===== src/rtl/alu_pkg.sv =====
`default_nettype none
// ============================================================================
// Module  : alu_pkg
// Purpose : Shared definitions for the ALU issue controller: ALU operation
//           codes, exception codes, instruction opcodes and the sequencer
//           state type.
// Revision: 1.0 - initial release
// ============================================================================
package alu_pkg;

  // ALU operation codes as seen on alu_operation
  typedef enum logic [3:0] {
    ALU_ADD = 4'h0,
    ALU_SUB = 4'h1,
    ALU_INC = 4'h2,
    ALU_DEC = 4'h3,
    ALU_AND = 4'h4,
    ALU_OR  = 4'h5,
    ALU_XOR = 4'h6,
    ALU_NOT = 4'h7,
    ALU_SLL = 4'h8,
    ALU_SRL = 4'h9,
    ALU_SLT = 4'hA,
    ALU_SEQ = 4'hB,
    ALU_SGT = 4'hC,
    ALU_MUL = 4'hD,
    ALU_DIV = 4'hE,
    ALU_MOD = 4'hF
  } alu_op_t;

  // Write-back exception codes
  typedef enum logic [1:0] {
    EXC_NONE     = 2'b00,
    EXC_ILLEGAL  = 2'b01,
    EXC_OVERFLOW = 2'b10,
    EXC_DIVZERO  = 2'b11
  } exc_code_t;

  // Primary opcodes understood by the decoder
  typedef enum logic [5:0] {
    OPC_RTYPE = 6'b000000,
    OPC_ADDI  = 6'b001000,
    OPC_ANDI  = 6'b001100,
    OPC_ORI   = 6'b001101,
    OPC_XORI  = 6'b001110
  } opcode_t;

  // R-type funct[5:4] value selecting the ALU group; funct[3:0] is the op
  localparam logic [1:0] FUNCT_ALU_GRP = 2'b10;

  // Sequencer states
  typedef enum logic [1:0] {
    ST_IDLE = 2'd0,
    ST_EXEC = 2'd1,
    ST_RESP = 2'd2
  } state_t;

  // Operations that may need extra EXEC cycles in the external ALU
  function automatic logic is_muldiv(input logic [3:0] op);
    return (op == ALU_MUL) || (op == ALU_DIV) || (op == ALU_MOD);
  endfunction

endpackage
`default_nettype wire


===== src/rtl/alu_issue_decode.sv =====
`default_nettype none
// ============================================================================
// Module  : alu_issue_decode
// Purpose : Combinational instruction decoder. Maps opcode/funct to the ALU
//           operation, selects operand B (register or extended immediate),
//           the shift amount and destination register, and flags illegal
//           encodings.
// Ports   : instr_i    - 32-bit instruction word
//           rs_val_i   - rs register value (operand A)
//           rt_val_i   - rt register value (R-type operand B)
//           op_o       - 4-bit ALU operation
//           data_a_o   - operand A
//           data_b_o   - operand B
//           shamt_o    - shift amount (R-type only, else 0)
//           rd_o       - destination register (rd for R-type, rt for I-type)
//           illegal_o  - encoding not supported
// Revision: 1.0 - initial release
// ============================================================================
module alu_issue_decode
  import alu_pkg::*;
(
  input  logic [31:0] instr_i,
  input  logic [31:0] rs_val_i,
  input  logic [31:0] rt_val_i,
  output logic [3:0]  op_o,
  output logic [31:0] data_a_o,
  output logic [31:0] data_b_o,
  output logic [4:0]  shamt_o,
  output logic [4:0]  rd_o,
  output logic        illegal_o
);

  logic [5:0]  w_opcode;
  logic [5:0]  w_funct;
  logic [15:0] w_imm;
  logic [4:0]  w_rt;
  logic [4:0]  w_rd;
  logic [4:0]  w_shamt;
  logic        w_unused_rs;

  assign w_opcode    = instr_i[31:26];
  assign w_rt        = instr_i[20:16];
  assign w_rd        = instr_i[15:11];
  assign w_shamt     = instr_i[10:6];
  assign w_funct     = instr_i[5:0];
  assign w_imm       = instr_i[15:0];
  // rs field only names the register; its value arrives on rs_val_i
  assign w_unused_rs = ^instr_i[25:21];

  assign data_a_o = rs_val_i;

  always_comb begin
    op_o      = ALU_ADD;
    data_b_o  = '0;
    shamt_o   = '0;
    rd_o      = w_rt;
    illegal_o = 1'b1;
    case (w_opcode)
      OPC_RTYPE: begin
        if (w_funct[5:4] == FUNCT_ALU_GRP) begin
          illegal_o = 1'b0;
          op_o      = w_funct[3:0];
          data_b_o  = rt_val_i;
          shamt_o   = w_shamt;
          rd_o      = w_rd;
        end
      end
      OPC_ADDI: begin
        illegal_o = 1'b0;
        op_o      = ALU_ADD;
        data_b_o  = {{16{w_imm[15]}}, w_imm};
      end
      // logical immediates are zero-extended
      OPC_ANDI: begin
        illegal_o = 1'b0;
        op_o      = ALU_AND;
        data_b_o  = {16'h0000, w_imm};
      end
      OPC_ORI: begin
        illegal_o = 1'b0;
        op_o      = ALU_OR;
        data_b_o  = {16'h0000, w_imm};
      end
      OPC_XORI: begin
        illegal_o = 1'b0;
        op_o      = ALU_XOR;
        data_b_o  = {16'h0000, w_imm};
      end
      default: ;
    endcase
  end

endmodule
`default_nettype wire


===== src/rtl/alu_issue_ctrl.sv =====
`default_nettype none
// ============================================================================
// Module  : alu_issue_ctrl
// Purpose : Execute-stage sequencer for a shared combinational 32-bit ALU.
//           Accepts one instruction per handshake, drives registered ALU
//           operands, captures the ALU result/flags and returns a write-back
//           response with exception status. One instruction in flight.
// Config  : ALU_MULDIV_STALL_EN - when defined, ops D/E/F stay in EXEC for
//           MULDIV_CYCLES cycles; otherwise every legal op takes one cycle.
// Ports   : clock, reset               - clock, synchronous active-high reset
//           in_valid/in_ready          - instruction handshake
//           in_instr, in_rs_val/rt_val - instruction and register operands
//           alu_operation/dataA/dataB/shamt - registered ALU inputs
//           alu_saida, alu_zero, alu_of     - ALU result and flags
//           out_valid/out_ready        - response handshake
//           out_result, out_zero, out_rd, out_exc, out_exc_code - response
// Revision: 1.0 - initial release
// ============================================================================
module alu_issue_ctrl
  import alu_pkg::*;
#(
  parameter int MULDIV_CYCLES = 4
) (
  input  logic        clock,
  input  logic        reset,
  input  logic        in_valid,
  output logic        in_ready,
  input  logic [31:0] in_instr,
  input  logic [31:0] in_rs_val,
  input  logic [31:0] in_rt_val,
  output logic [3:0]  alu_operation,
  output logic [31:0] alu_dataA,
  output logic [31:0] alu_dataB,
  output logic [4:0]  alu_shamt,
  input  logic [31:0] alu_saida,
  input  logic        alu_zero,
  input  logic        alu_of,
  output logic        out_valid,
  input  logic        out_ready,
  output logic [31:0] out_result,
  output logic        out_zero,
  output logic [4:0]  out_rd,
  output logic        out_exc,
  output logic [1:0]  out_exc_code
);

  state_t      state_q;
  state_t      state_d;

  logic [3:0]  alu_op_q;
  logic [31:0] alu_a_q;
  logic [31:0] alu_b_q;
  logic [4:0]  alu_shamt_q;
  logic [31:0] out_result_q;
  logic        out_zero_q;
  logic [4:0]  out_rd_q;
  logic        out_exc_q;
  logic [1:0]  out_exc_code_q;

  logic [3:0]  w_op;
  logic [31:0] w_data_a;
  logic [31:0] w_data_b;
  logic [4:0]  w_shamt;
  logic [4:0]  w_rd;
  logic        w_illegal;
  logic        w_accept;
  logic        w_exec_done;
  logic        w_capture;
  logic [1:0]  w_cap_code;

  alu_issue_decode u_decode (
    .instr_i   (in_instr),
    .rs_val_i  (in_rs_val),
    .rt_val_i  (in_rt_val),
    .op_o      (w_op),
    .data_a_o  (w_data_a),
    .data_b_o  (w_data_b),
    .shamt_o   (w_shamt),
    .rd_o      (w_rd),
    .illegal_o (w_illegal)
  );

  assign w_accept  = in_valid && (state_q == ST_IDLE);
  assign w_capture = (state_q == ST_EXEC) && w_exec_done;

`ifdef ALU_MULDIV_STALL_EN
  localparam logic [3:0] c_muldiv_hold = 4'(MULDIV_CYCLES);

  // Remaining EXEC cycles including the current one; EXEC ends at count 1
  logic [3:0] cnt_q;

  always_ff @(posedge clock) begin
    if (reset) begin
      cnt_q <= 4'd0;
    end else if (w_accept) begin
      cnt_q <= is_muldiv(w_op) ? c_muldiv_hold : 4'd1;
    end else if ((state_q == ST_EXEC) && (cnt_q != 4'd0)) begin
      cnt_q <= cnt_q - 4'd1;
    end
  end

  assign w_exec_done = (cnt_q <= 4'd1);
`else
  // Hold length is irrelevant without the stall feature
  localparam logic [3:0] c_muldiv_hold_unused = 4'(MULDIV_CYCLES);

  assign w_exec_done = 1'b1;
`endif

  // State register
  always_ff @(posedge clock) begin
    if (reset) begin
      state_q <= ST_IDLE;
    end else begin
      state_q <= state_d;
    end
  end

  // Next-state logic; illegal instructions skip EXEC and answer at once
  always_comb begin
    state_d = state_q;
    case (state_q)
      ST_IDLE: if (in_valid)    state_d = w_illegal ? ST_RESP : ST_EXEC;
      ST_EXEC: if (w_exec_done) state_d = ST_RESP;
      ST_RESP: if (out_ready)   state_d = ST_IDLE;
      default:                  state_d = ST_IDLE;
    endcase
  end

  // FSM outputs
  always_comb begin
    in_ready  = (state_q == ST_IDLE);
    out_valid = (state_q == ST_RESP);
  end

  // Exception classification of the ALU flags at capture
  always_comb begin
    w_cap_code = EXC_NONE;
    if (alu_of) begin
      if ((alu_op_q == ALU_ADD) || (alu_op_q == ALU_SUB)) begin
        w_cap_code = EXC_OVERFLOW;
      end else if ((alu_op_q == ALU_DIV) || (alu_op_q == ALU_MOD)) begin
        w_cap_code = EXC_DIVZERO;
      end
    end
  end

  // Operand and response registers. ALU inputs only change on a legal
  // accept so the ALU sees stable operands through EXEC and RESP.
  always_ff @(posedge clock) begin
    if (reset) begin
      alu_op_q       <= 4'd0;
      alu_a_q        <= 32'd0;
      alu_b_q        <= 32'd0;
      alu_shamt_q    <= 5'd0;
      out_result_q   <= 32'd0;
      out_zero_q     <= 1'b0;
      out_rd_q       <= 5'd0;
      out_exc_q      <= 1'b0;
      out_exc_code_q <= EXC_NONE;
    end else begin
      if (w_accept && !w_illegal) begin
        alu_op_q    <= w_op;
        alu_a_q     <= w_data_a;
        alu_b_q     <= w_data_b;
        alu_shamt_q <= w_shamt;
        out_rd_q    <= w_rd;
      end
      if (w_accept && w_illegal) begin
        out_result_q   <= 32'd0;
        out_zero_q     <= 1'b0;
        out_rd_q       <= w_rd;
        out_exc_q      <= 1'b1;
        out_exc_code_q <= EXC_ILLEGAL;
      end
      if (w_capture) begin
        out_exc_q      <= (w_cap_code != EXC_NONE);
        out_exc_code_q <= w_cap_code;
        out_result_q   <= (w_cap_code != EXC_NONE) ? 32'd0 : alu_saida;
        out_zero_q     <= (w_cap_code != EXC_NONE) ? 1'b0 : alu_zero;
      end
    end
  end

  assign alu_operation = alu_op_q;
  assign alu_dataA     = alu_a_q;
  assign alu_dataB     = alu_b_q;
  assign alu_shamt     = alu_shamt_q;
  assign out_result    = out_result_q;
  assign out_zero      = out_zero_q;
  assign out_rd        = out_rd_q;
  assign out_exc       = out_exc_q;
  assign out_exc_code  = out_exc_code_q;

endmodule
`default_nettype wire


===== config.mk =====
export PLATFORM = sky130hd
export DESIGN_NAME = alu_issue_ctrl
export DESIGN_NICKNAME = d
export VERILOG_FILES = /design/src/rtl/alu_pkg.sv /design/src/rtl/alu_issue_decode.sv /design/src/rtl/alu_issue_ctrl.sv
export SDC_FILE = /design/constraint.sdc
export NUM_CORES = 1
export LEC_CHECK = 0
export ABC_AREA = 1
export BUFFER_PORTS_ARGS = -buffer_cell sky130_fd_sc_hd__buf_2
export CAP_MARGIN = 20
export CORE_MARGIN = 10
export CORE_UTILIZATION = 35
export DETAILED_ROUTE_END_ITERATION = 12
export GPL_ROUTABILITY_DRIVEN = 0
export GPL_TIMING_DRIVEN = 0
export PLACE_DENSITY = 0.65
export SYNTH_ARGS = -nofsm -noshare
export SYNTH_HDL_FRONTEND = slang
export SYNTH_SLANG_ARGS = --single-unit

===== constraint.sdc =====
create_clock -name clock -period 2.05 [get_ports clock]
set_clock_uncertainty 0.2 [all_clocks]
set_input_delay 0.615 -clock clock [delete_from_list [all_inputs] [get_ports clock]]
set_output_delay 0.615 -clock clock [all_outputs]
set_load 0.02 [all_outputs]

==> flow_summary.yaml <==
critical_path:
  arrival_ns: 2.09
  worst_path_max_delay_cell: "buf_2"
  rr_worst_depth: 7
  start_kind: "input port"
  path_depth: 10
  crit_fanout: 10
  crit_family: "simple AND/OR/NAND/NOR gates"
  worstSetupPathType: "in -> reg"
  crit_buf_inv: 3
  crit_chain: "buf_2 -> nor2_4 -> nand3_1 -> nand2_2 -> inv_2 -> nand2_1 -> nand2_2 -> buf_2 -> o21ai_0 -> nor2_1"
  cp-end-kind: "flop"
  critical_path_required_ns: 2.15
  critical-path-max-stage-delay_ns: 0.22
synthesis:
  ys_seq_area_share_pct: 50.1
  ys_ff_latch: 116
  ys_warn_count: 0
  ys_types: 26
  synthCells: 645
  synth_nets: 779
  synth_area_per_cell_um2: 7.18
  synthesis.area_um2: 4630
timing:
  hold_viol: 0
  fin_crit_sh_pct: 96.9
  whs_ns: 0.241
  period_needed_ns: 1.99
  fmax_mhz: 504
  setup_tns_ns: 0
  slew_viol_final: 0
  finalSetupViolCount: 0
  worst_pin_slew_ns: 0.605
  maxSlewHeadroom_pct: 59.7
clock_network:
  clkSinkCount: 116
  clk_latency_ns: 0.42
  cts_max_level: 4
  cts-root-buf: "clkbuf_16"
  ctsHoldBuffers: 0
  cts_buffers: 17
  cts_buffer_depth: 2
  cts_tree: "yes"
  cts.clk_slew.worst_paths_ns: 0.05
detailed_routing:
  vias: 5062
  firstDrtPassIters: 5
  drt_wl_total_mm: 17.5
  route.antenna.remaining_nets: 0
  wl_per_cell_um: 15.9
  drc: 0
  dr.first_iter.drc_count: 232
  vias_per_cell: 4.61
min_path:
  min_path_type: "in -> reg"
  hold_depth: 3
power:
  power.leakage_nw: 3.32
  peakVddDrop_uv: 499
  p_per_area_nw_per_um2: 881
  power_mw: 5.96
layout:
  layout_common_cells: "buf_2, nand2_1, nor2_1"
  mostFrequentLayoutCell: "buf_2"
  fin_cells: 1098
  drive_gt1_share_pct: 33.9
  area_growth_pct: 45.9
  fin_util_pct: 52.9
  layout.nets: 1044
global_routing:
  antenna_found_initial: 6
  grt_pass1_vias: 5073
  grt_pass1_wl_mm: 26.9
  grt_usage_pct: 18.7
  grt_overflow: 0
  grt_max_degree: 17
place:
  hpwl_mm: 13.8
  placed_cells: 1060
  port_buffers: 243
job:
  maxCapViolations: 0
floorplanning:
  dieArea_um2: 18200
  floorplan.rows: 41
  core_um2: 12800
  die_h_um: 135
  die_w_um: 135
  io_pins: 250
  initial_utilization_pct: 36.3
run_status:
  outcome: "finished, final reports clean"
[routing by layer]
layer	global-route usage [%]	part of all wire, %	vias up
li1	-	-	2618
met1	20.6	41	2204
met2	29.1	44	207
met3	10.9	13	27
met4	7.30	1.6	6
met5	0	0.22	-
[layout make-up]
class	instances	area (µm²)
Fill cell	1325	6010
Sequential cell	116	2320
Multi-Input combinational cell	467	2060
Timing Repair Buffer	246	1240
Clock buffer	23	478
Tap cell	172	215
Buffer	41	208
Clock inverter	9	150
Inverter	21	78.8
Antenna cell	3	7.51
[path summary, 6_finish.rpt]
check	from	slack (ns)	to
min	in_rs_val[31]	0.24	alu_dataA[31]
min reg2reg	alu_shamt[0]	0.26	alu_shamt[0]
max	in_instr[31]	0.06	alu_dataB[2]
max reg2reg	state_q[0]	0.28	out_rd[3]
[through the flow]
stage,area (µm²),setup slack [ns]
floorplan,4630,0.0968
global placement,6060,-0.509
detailed placement,6060,-0.527
CTS,6700,0.0179
global route,6750,-0.00328
finish,6760,0.0642
[logic make-up after synthesis]
family	share of synthesized area, %
AOI/OAI and AO/OA	13.6
buffers and inverters	6.13
DFF	50.1
and+or+nand+nor	30.1
[power by group]
group	switching [mW]	internal (mW)	leakage (nW)	total, mW
Clock	1.02	2.12	0.303	3.15
Combinational	0.293	0.193	2.08	0.486
Sequential	0.0216	2.30	0.938	2.32
[sequential cells by signal, indices dropped and copies added, names as in the netlist]
| signal | flops |
|---|---|
| alu_dataA | 32 |
| alu_dataB | 32 |
| out_result | 32 |
| alu_shamt | 5 |
| out_rd | 5 |
| alu_operation | 4 |
| out_exc_code | 2 |
| state_q | 2 |
| out_exc | 1 |
| out_zero | 1 |
[worst min-delay path: stages]
cell and delay, ns:
buf_2 0.07, o21ai_1 0.06, nor2_1 0.07
[cell usage after synthesis]
cell	count	area (µm²)
inv_2	2	7.51
o21ai_0	48	240
nor3_1	2	10.0
nor2_1	142	533
clkbuf_2	1	5.00
buf_6	3	33.8
dfxtp_1	116	2320
a21oi_1	48	240
nand3_1	43	215
nor2_4	2	22.5
buf_4	2	15.0
a21oi_2	1	8.76
o211ai_1	4	30.0
nor2_2	2	12.5
nand2_1	148	556
o21ai_1	18	90.1
nand4_2	1	12.5
nand3_2	1	10.0
nand4_1	2	12.5
o21a_1	1	7.51
clkbuf_1	19	71.3
o21bai_1	1	7.51
nand2_2	2	12.5
inv_1	19	71.3
buf_2	16	80.1
a31oi_1	1	6.26
[what timing repair did]
action	in CTS	in global routing
setup endpoints to repair	1	84
buffers inserted	0	3
gates resized for setup	2	15
pin swaps	0	3
Note: power is estimated with default switching activity, not from simulation.
